===== src/rtl/key_event_pkg.sv =====
// key_event_pkg
//   Shared types and constants for the key event classifier.
//   state_t       : classifier FSM states
//   MS_CNT_W      : width of the millisecond counter
//   ms_to_cycles  : sys_clk cycles per millisecond (never less than 1)
package key_event_pkg;

  localparam int MS_CNT_W = 16;

  typedef enum logic [2:0] {
    ST_IDLE   = 3'd0,
    ST_PRESS1 = 3'd1,
    ST_WAIT2  = 3'd2,
    ST_PRESS2 = 3'd3,
    ST_LONG   = 3'd4
  } state_t;

  // A clock slower than 1 kHz still gets a tick every cycle rather than
  // a zero-length period.
  function automatic int unsigned ms_to_cycles(input int unsigned clk_freq);
    int unsigned cyc;
    cyc = clk_freq / 1000;
    return (cyc < 1) ? 1 : cyc;
  endfunction

endpackage


===== src/rtl/key_event_classifier_ms_tick.sv =====
// ms_tick_gen
//   Millisecond tick generator. Counts 0..cycles_per_ms-1 and asserts tick
//   while the count sits at its terminal value.
//   sys_clk   in  system clock
//   sys_rst_n in  async active-low reset
//   clr       in  restart the millisecond period from zero
//   tick      out one-cycle pulse once per millisecond
module ms_tick_gen
  import key_event_pkg::*;
#(
  parameter int unsigned CLK_FREQ = 50_000_000
) (
  input  logic sys_clk,
  input  logic sys_rst_n,
  input  logic clr,
  output logic tick
);

  localparam int unsigned CYC_PER_MS = ms_to_cycles(CLK_FREQ);
  localparam int          CNT_W      = (CYC_PER_MS > 1) ? $clog2(CYC_PER_MS) : 1;
  localparam logic [CNT_W-1:0] TC    = CNT_W'(CYC_PER_MS - 1);

  logic [CNT_W-1:0] cnt;

  always_ff @(posedge sys_clk or negedge sys_rst_n) begin
    if (!sys_rst_n) begin
      cnt <= '0;
    end else if (clr || (cnt == TC)) begin
      cnt <= '0;
    end else begin
      cnt <= cnt + 1'b1;
    end
  end

  assign tick = (cnt == TC);

endmodule


===== src/rtl/key_event_classifier.sv =====
// key_event_classifier
//   Turns debounced key strobes into short / double / long / repeat command
//   pulses for the stepper and parking control FSMs.
//   sys_clk      in  system clock
//   sys_rst_n    in  async active-low reset
//   key_flag     in  one-cycle strobe: debounced level settled
//   key_value    in  debounced level (0 = pressed), valid with key_flag
//   short_pulse  out one cycle: single short click
//   double_pulse out one cycle: double click
//   long_pulse   out one cycle: long-press threshold reached
//   repeat_pulse out one cycle: periodic pulse while long-held
//   key_held     out level: key considered pressed
//
// state  | meaning
// IDLE   | no gesture in progress
// PRESS1 | first press held, timing toward long press
// WAIT2  | released, waiting for a possible second press
// PRESS2 | second press of a double click held
// LONG   | long press held, emitting repeats
module key_event_classifier
  import key_event_pkg::*;
#(
  parameter int unsigned CLK_FREQ  = 50_000_000,
  parameter int unsigned LONG_MS   = 1000,
  parameter int unsigned DCLICK_MS = 300,
  parameter int unsigned REPEAT_MS = 200
) (
  input  logic sys_clk,
  input  logic sys_rst_n,
  input  logic key_flag,
  input  logic key_value,
  output logic short_pulse,
  output logic double_pulse,
  output logic long_pulse,
  output logic repeat_pulse,
  output logic key_held
);

  localparam logic [MS_CNT_W-1:0] LONG_LIM   = MS_CNT_W'(LONG_MS);
  localparam logic [MS_CNT_W-1:0] DCLICK_LIM = MS_CNT_W'(DCLICK_MS);
  localparam logic [MS_CNT_W-1:0] REPEAT_LIM = MS_CNT_W'(REPEAT_MS);

  state_t              state;
  logic [MS_CNT_W-1:0] ms_cnt;
  logic                tick;
  logic                prs_ev;
  logic                rel_ev;
  logic                long_hit;
  logic                dclick_hit;
  logic                repeat_hit;
  logic                leave;
  logic                repeat_fire;

  always_comb begin
    prs_ev      = key_flag & ~key_value;
    rel_ev      = key_flag & key_value;
    long_hit    = (ms_cnt >= LONG_LIM);
    dclick_hit  = (ms_cnt >= DCLICK_LIM);
    repeat_hit  = (ms_cnt >= REPEAT_LIM);
    // Release beats a coincident repeat.
    repeat_fire = (state == ST_LONG) & repeat_hit & ~rel_ev;
    // leave mirrors every transition taken by the FSM below; it restarts
    // both the tick phase and ms_cnt on the same edge as the state change.
    leave = 1'b0;
    case (state)
      ST_IDLE:   leave = prs_ev;
      ST_PRESS1: leave = rel_ev | long_hit;
      ST_WAIT2:  leave = prs_ev | dclick_hit;
      ST_PRESS2: leave = rel_ev;
      ST_LONG:   leave = rel_ev;
      default:   leave = 1'b1;
    endcase
  end

  ms_tick_gen #(
    .CLK_FREQ (CLK_FREQ)
  ) u_ms_tick (
    .sys_clk   (sys_clk),
    .sys_rst_n (sys_rst_n),
    .clr       (leave),
    .tick      (tick)
  );

  always_ff @(posedge sys_clk or negedge sys_rst_n) begin
    if (!sys_rst_n) begin
      ms_cnt <= '0;
    end else if (leave || repeat_fire) begin
      ms_cnt <= '0;
    end else if (tick && (ms_cnt != '1)) begin
      ms_cnt <= ms_cnt + 1'b1;
    end
  end

  always_ff @(posedge sys_clk or negedge sys_rst_n) begin
    if (!sys_rst_n) begin
      state        <= ST_IDLE;
      short_pulse  <= 1'b0;
      double_pulse <= 1'b0;
      long_pulse   <= 1'b0;
      repeat_pulse <= 1'b0;
      key_held     <= 1'b0;
    end else begin
      short_pulse  <= 1'b0;
      double_pulse <= 1'b0;
      long_pulse   <= 1'b0;
      repeat_pulse <= 1'b0;
      case (state)
        ST_IDLE: begin
          if (prs_ev) begin
            state    <= ST_PRESS1;
            key_held <= 1'b1;
          end
        end
        ST_PRESS1: begin
          if (long_hit) begin
            state      <= ST_LONG;
            long_pulse <= 1'b1;
          end else if (rel_ev) begin
            key_held <= 1'b0;
            // With no double-click window the click is final on release.
            if (DCLICK_MS == 0) begin
              state       <= ST_IDLE;
              short_pulse <= 1'b1;
            end else begin
              state <= ST_WAIT2;
            end
          end
        end
        ST_WAIT2: begin
          if (dclick_hit) begin
            state       <= ST_IDLE;
            short_pulse <= 1'b1;
          end else if (prs_ev) begin
            state        <= ST_PRESS2;
            double_pulse <= 1'b1;
            key_held     <= 1'b1;
          end
        end
        ST_PRESS2: begin
          if (rel_ev) begin
            state    <= ST_IDLE;
            key_held <= 1'b0;
          end
        end
        ST_LONG: begin
          if (rel_ev) begin
            state    <= ST_IDLE;
            key_held <= 1'b0;
          end else if (repeat_hit) begin
            repeat_pulse <= 1'b1;
          end
        end
        default: begin
          state    <= ST_IDLE;
          key_held <= 1'b0;
        end
      endcase
    end
  end

endmodule


===== config.mk =====
export PLATFORM = sky130hd
export DESIGN_NAME = key_event_classifier
export DESIGN_NICKNAME = d
export VERILOG_FILES = /design/src/rtl/key_event_pkg.sv /design/src/rtl/key_event_classifier_ms_tick.sv /design/src/rtl/key_event_classifier.sv
export SDC_FILE = /design/constraint.sdc
export NUM_CORES = 1
export LEC_CHECK = 0
export ABC_AREA = 1
export CAP_MARGIN = 10
export CORE_MARGIN = 8
export CORE_UTILIZATION = 34
export DETAILED_ROUTE_END_ITERATION = 8
export PLACE_DENSITY = 0.58
export SKIP_CTS_REPAIR_TIMING = 1
export SLEW_MARGIN = 0
export SYNTH_ARGS = -nofsm -noshare
export SYNTH_HDL_FRONTEND = slang
export SYNTH_SLANG_ARGS = --single-unit

===== constraint.sdc =====
create_clock -name sys_clk -period 4.6 [get_ports sys_clk]
set_clock_uncertainty 0.05 [all_clocks]
set_input_delay 0.69 -clock sys_clk [delete_from_list [all_inputs] [get_ports sys_clk]]
set_output_delay 0.69 -clock sys_clk [all_outputs]
set_load 0.1 [all_outputs]

# After elaboration in Yosys (flattened, before gate mapping)
# Index checks and enable logic that the tools add are counted.
# W data, S select, Z words.
# word_totals
input_bits	4
ff_bits	40
# op_classes
add_sub_neg	2
magnitude_cmp	3
eq_ne	12
n_bitwise	8
mux	26
reduce_logical	8
# op_table
operator	n
$mux W16	3
$add A16 B1 Y16 const B	2
$mux W3	6
$eq A16 B16 Y1 const B	1
$ge A16 B10 Y1 const B	1
$ge A16 B8 Y1 const B	1
$ge A16 B9 Y1 const B	1
$ne A16 B16 Y1 const B	1
$mux W1	14
$pmux W3 S4	1
$pmux W1 S4	2
$eq A3 B2 Y1 const B	2
$ne A2 B2 Y1 const B	3
$ne A3 B3 Y1 const B	2
$and A1 B1 Y1	4
$reduce_and A4 Y1	1
$eq A3 B1 Y1 const B	1
$eq A3 B3 Y1 const B	1
$logic_not A3 Y1	1
$logic_or A1 B1 Y1	2
$ne A2 B1 Y1 const B	1
$not A1 Y1	2
$or A1 B1 Y1	2
$reduce_and A2 Y1	1
other kinds (3)	3

# Logic depth before layout (Yosys ltp)
# logic_depth
depth_word	6
ltp_mapped	12

# Cells and area by module
# A second synthesis with hierarchy kept.
# hier_totals
hier_cells	317
area_unflattened_um2	2384.8
# by_module_without_submodules
mod	cells_each	instances	area_per_inst_um2
key_event_classifier	194	1	1423.9
ms_tick_gen	123	1	960.9

# Least setup slack after synthesis
# OpenSTA, ideal clock, no wires.
# synth_timing
kind	input -> register
from	input port key_flag
to	register ms_cnt[13]
path_buffers	2
path_stages	11
arrival_ns	1.576
slack_ns	2.909
path_cell_list	nand2_1 > inv_1 > nand2_1 > o21ai_0 > nor2_1 > nand2_2 > nor2_4 > buf_12 > buf_12 > nand4_1 > nand2_1
# synth_via
elab_chain_len	5
word_cells_on_any_way	10
classes_between	2 x mux; 6 x bitwise; 2 x reduce/logical
# synth_lines
element	line	text
start: declaration	key_event_classifier.sv:30	input logic key_flag,
$and A1 B1 Y1 (on tied branches)	key_event_classifier.sv:55, key_event_classifier.sv:56	
$or A1 B1 Y1 (tied with other cells)	key_event_classifier.sv:68	ST_WAIT2: leave = prs_ev | dclick_hit;
$pmux W1 S4 / $and A1 B1 Y1 (equally long branches)	key_event_classifier.sv:65, key_event_classifier.sv:61	
$logic_or A1 B1 Y1 *	key_event_classifier.sv:87	end else if (leave || repeat_fire) begin
$mux W16 / $reduce_bool A2 Y1 (equally long branches)	-	
end signal: assignment	key_event_classifier.sv:90	ms_cnt <= ms_cnt + 1'b1;
end: declaration	key_event_classifier.sv:44	logic [MS_CNT_W-1:0] ms_cnt;
# Mark *: on every way between the ends. The rest lies on a longest branch, timed or not.
# A chain may end at the register's enable or synchronous reset.

# Worst setup path in the final report
# layout_timing
from	input port key_flag
to	register u_ms_tick.cnt[4]
# layout_via
elab_chain_len	5
word_cells_on_any_way	7
classes_between	2 x mux; 4 x bitwise; 1 x reduce/logical
# layout_lines
element	line	text
$and A1 B1 Y1 (on tied branches)	key_event_classifier.sv:55, key_event_classifier.sv:56	
$or A1 B1 Y1 (on tied branches)	key_event_classifier.sv:68, key_event_classifier.sv:67	
$pmux W1 S4 *	key_event_classifier.sv:65	case (state)
$logic_or A1 B1 Y1 *	key_event_classifier_ms_tick.sv:28	end else if (clr || (cnt == TC)) begin
$mux W16 *	key_event_classifier_ms_tick.sv:28	
end signal: assignment	key_event_classifier_ms_tick.sv:31	cnt <= cnt + 1'b1;
end: declaration	key_event_classifier_ms_tick.sv:23	logic [CNT_W-1:0] cnt;
# Marked as above.

==> results.txt <==
grt total ovfl: 0
GRT Total Usage: 0.1155
CTS Buffer Depth: 2
async set-reset flop share out of synthesis: 1.000
hold_ws: 0.4588 ns
Ys Warns: 0
largest net degree at the start of global routing: 41
fmax: 390.6 MHz
FF-to-FF path depth: 9
Horiz. Die Dim: 103.3 um
CP endpoint kind: flop
setup TNS: 0 ns
Slowest-stage cell, CP: nor2_4
placed instance area: 2688 um2
Crit Path Category: input pin to flop
crit-path leading delay family: simple AND/OR/NAND/NOR gates
commonest non-fill, non-tap cells in the layout: 76 x nand2_1, 57 x nor2_1, 48 x inv_1
power per standard cell area: 325.0 nW/um2
most common cell after layout, fill and taps aside: nand2_1
Unique masters post-synth: 27
Startpoint Class: input pin
crit path DAT: 2.72 ns
Worst Max-Slew Pin Slew: 0.9701 ns
TritonCTS clock tree: built
worst reg2reg endpoint: u_ms_tick.cnt[4]
Max Cap Violations: 0
CTS sink cnt: 40
Final Cycle Share: 0.5565
min Tclk post-route: 2.560 ns
nets@finish: 368
initial core utilization: 0.3424
number of synthesized register bits: 40
layout cells sized above 1: 0.08564
VDD IR max: 0.1491 mV
post-synthesis sequential area ratio: 0.3863
reg2reg setup slack: 2.36 ns
Vias: 2250
CTS Buf Count: 5
P&R area growth vs syn: 8.015%
Critical Path RT: 4.76 ns
reg2reg start: ms_cnt[13]
status: finished clean
first drt pass iteration count: 4
Critical Path Fanout Max: 29
Leak: 1.319 nW
Port Buffer Count: 8
worst-skew pair later-pin latency: 0.30 ns
CP cell instances: clkdlybuf4s50_1, nand2_1, inv_1, nand2_1, o21ai_0, nor2_1, nand2_2, nor2_4, nand2_2, nor3_1
die area: 10670 um2
vias in the first global route: 2093
Core Box Area: 7567 um2
Top FF cell, synth: dfrtp_1
Slew HR: 0.3513
total wire length: 5471 um
number of hold violations in the final report: 0
H-tree Lvls: 2
fin. max-slew vios: 0
DR iter-0 viols: 164
Final setup viols: 0
first-pass GRT wire length: 9618 um
die height: 103.3 um
GP Congestion: 0.8414
Clock transition at path regs: 0.08 ns
Avg Vias per Cell: 4.849
filler instances: 783
Post-Layout Inst Area: 2799 um2
CP max stage delay: 0.50 ns
ANT nets after route: 0
RSZ-0062 raised after global routing: no
Residual DRC: 0
EDFF count, synth: 0
Min-Delay Path Class: input pin to async pin
synthesized instance count: 355
syn nets: 362
I/O pin count: 9
utilization after layout: 0.3699
Synth Cell Area: 2591 um2
initial antenna violation count: 0
overall power: 909.7 uW
Root Buffer Master: clkbuf_8
WL per Instance: 11.79 um
Antenna Cells: 0
Rows: 32
WP buf/inv: 2
final HPWL from detailed placement: 3973 um
Avg Inst Size Synth: 7.299 um2
## logic make-up after synthesis
family | share of synthesized area
AO/OA/AOI/OAI | 0.03284
AND/OR/NAND/NOR | 0.3993
XOR/XNOR | 0.05070
flip-flops | 0.3863
adder cells (fa/ha/maj) | 0.01449
buffers and inverters | 0.1164
## per-stage QoR
step	worst slack (ns)	std cells
after global routing	1.849	464
after detailed placement	1.712	456
after floorplan	2.909	355
final	2.040	464
after CTS	2.019	464
after global placement	1.811	456
## synth_stat cells (3+ instances only)
master / number / share of area
buf_4: 4 / 0.012
o21ai_0: 5 / 0.0097
nand2_2: 8 / 0.019
buf_12: 3 / 0.023
xnor2_1: 3 / 0.010
a21oi_1: 6 / 0.012
nand4_1: 33 / 0.080
nor2_1: 57 / 0.083
inv_1: 48 / 0.070
nand3_1: 19 / 0.037
nor2_2: 5 / 0.012
nor2_4: 3 / 0.013
nor3_1: 16 / 0.031
xor2_1: 12 / 0.041
ha_1: 3 / 0.014
inv_2: 3 / 0.0043
dfrtp_1: 40 / 0.39
nand2_1: 76 / 0.11
## registers in the layout (all words and copies together) (netlist names)
signal         count
key_held           1
repeat_pulse       1
state              3
ms_cnt            16
double_pulse       1
long_pulse         1
short_pulse        1
u_ms_tick.cnt     16
## routing by layer
layer,global-route usage,part of all wire
met1,0.1447,0.47
met2,0.1881,0.47
met3,0.02610,0.042
met4,0.04561,0.015
met5,0,0
## layout make-up
class                           instances  area (um2)  area share
Inverter                               52       195.2     0.06974
Tap cell                              102       127.6     0.04560
Clock inverter                          3       42.54     0.01520
Timing Repair Buffer                    8       75.07     0.02682
Multi-Input combinational cell        254        1289      0.4604
Clock buffer                            5       68.82     0.02459
Sequential cell                        40        1001      0.3576
## report_power, final
part,switching (mW),internal (mW)
logic,0.148,0.0568
registers,0.0279,0.383
clock network,0.133,0.161
total,0.309,0.601
## worst max-delay path by stage
stage | start | end | cells after the start
2_1_floorplan | key_flag | ms_cnt[13] | 11
3_3_place_gp | key_flag | u_ms_tick.cnt[3] | 10
3_5_place_dp | key_flag | u_ms_tick.cnt[5] | 10
4_1_cts | key_flag | u_ms_tick.cnt[4] | 10
5_1_grt | key_flag | u_ms_tick.cnt[5] | 10
6_report | key_flag | u_ms_tick.cnt[4] | 10
Note: power is estimated with default switching activity, not from simulation.
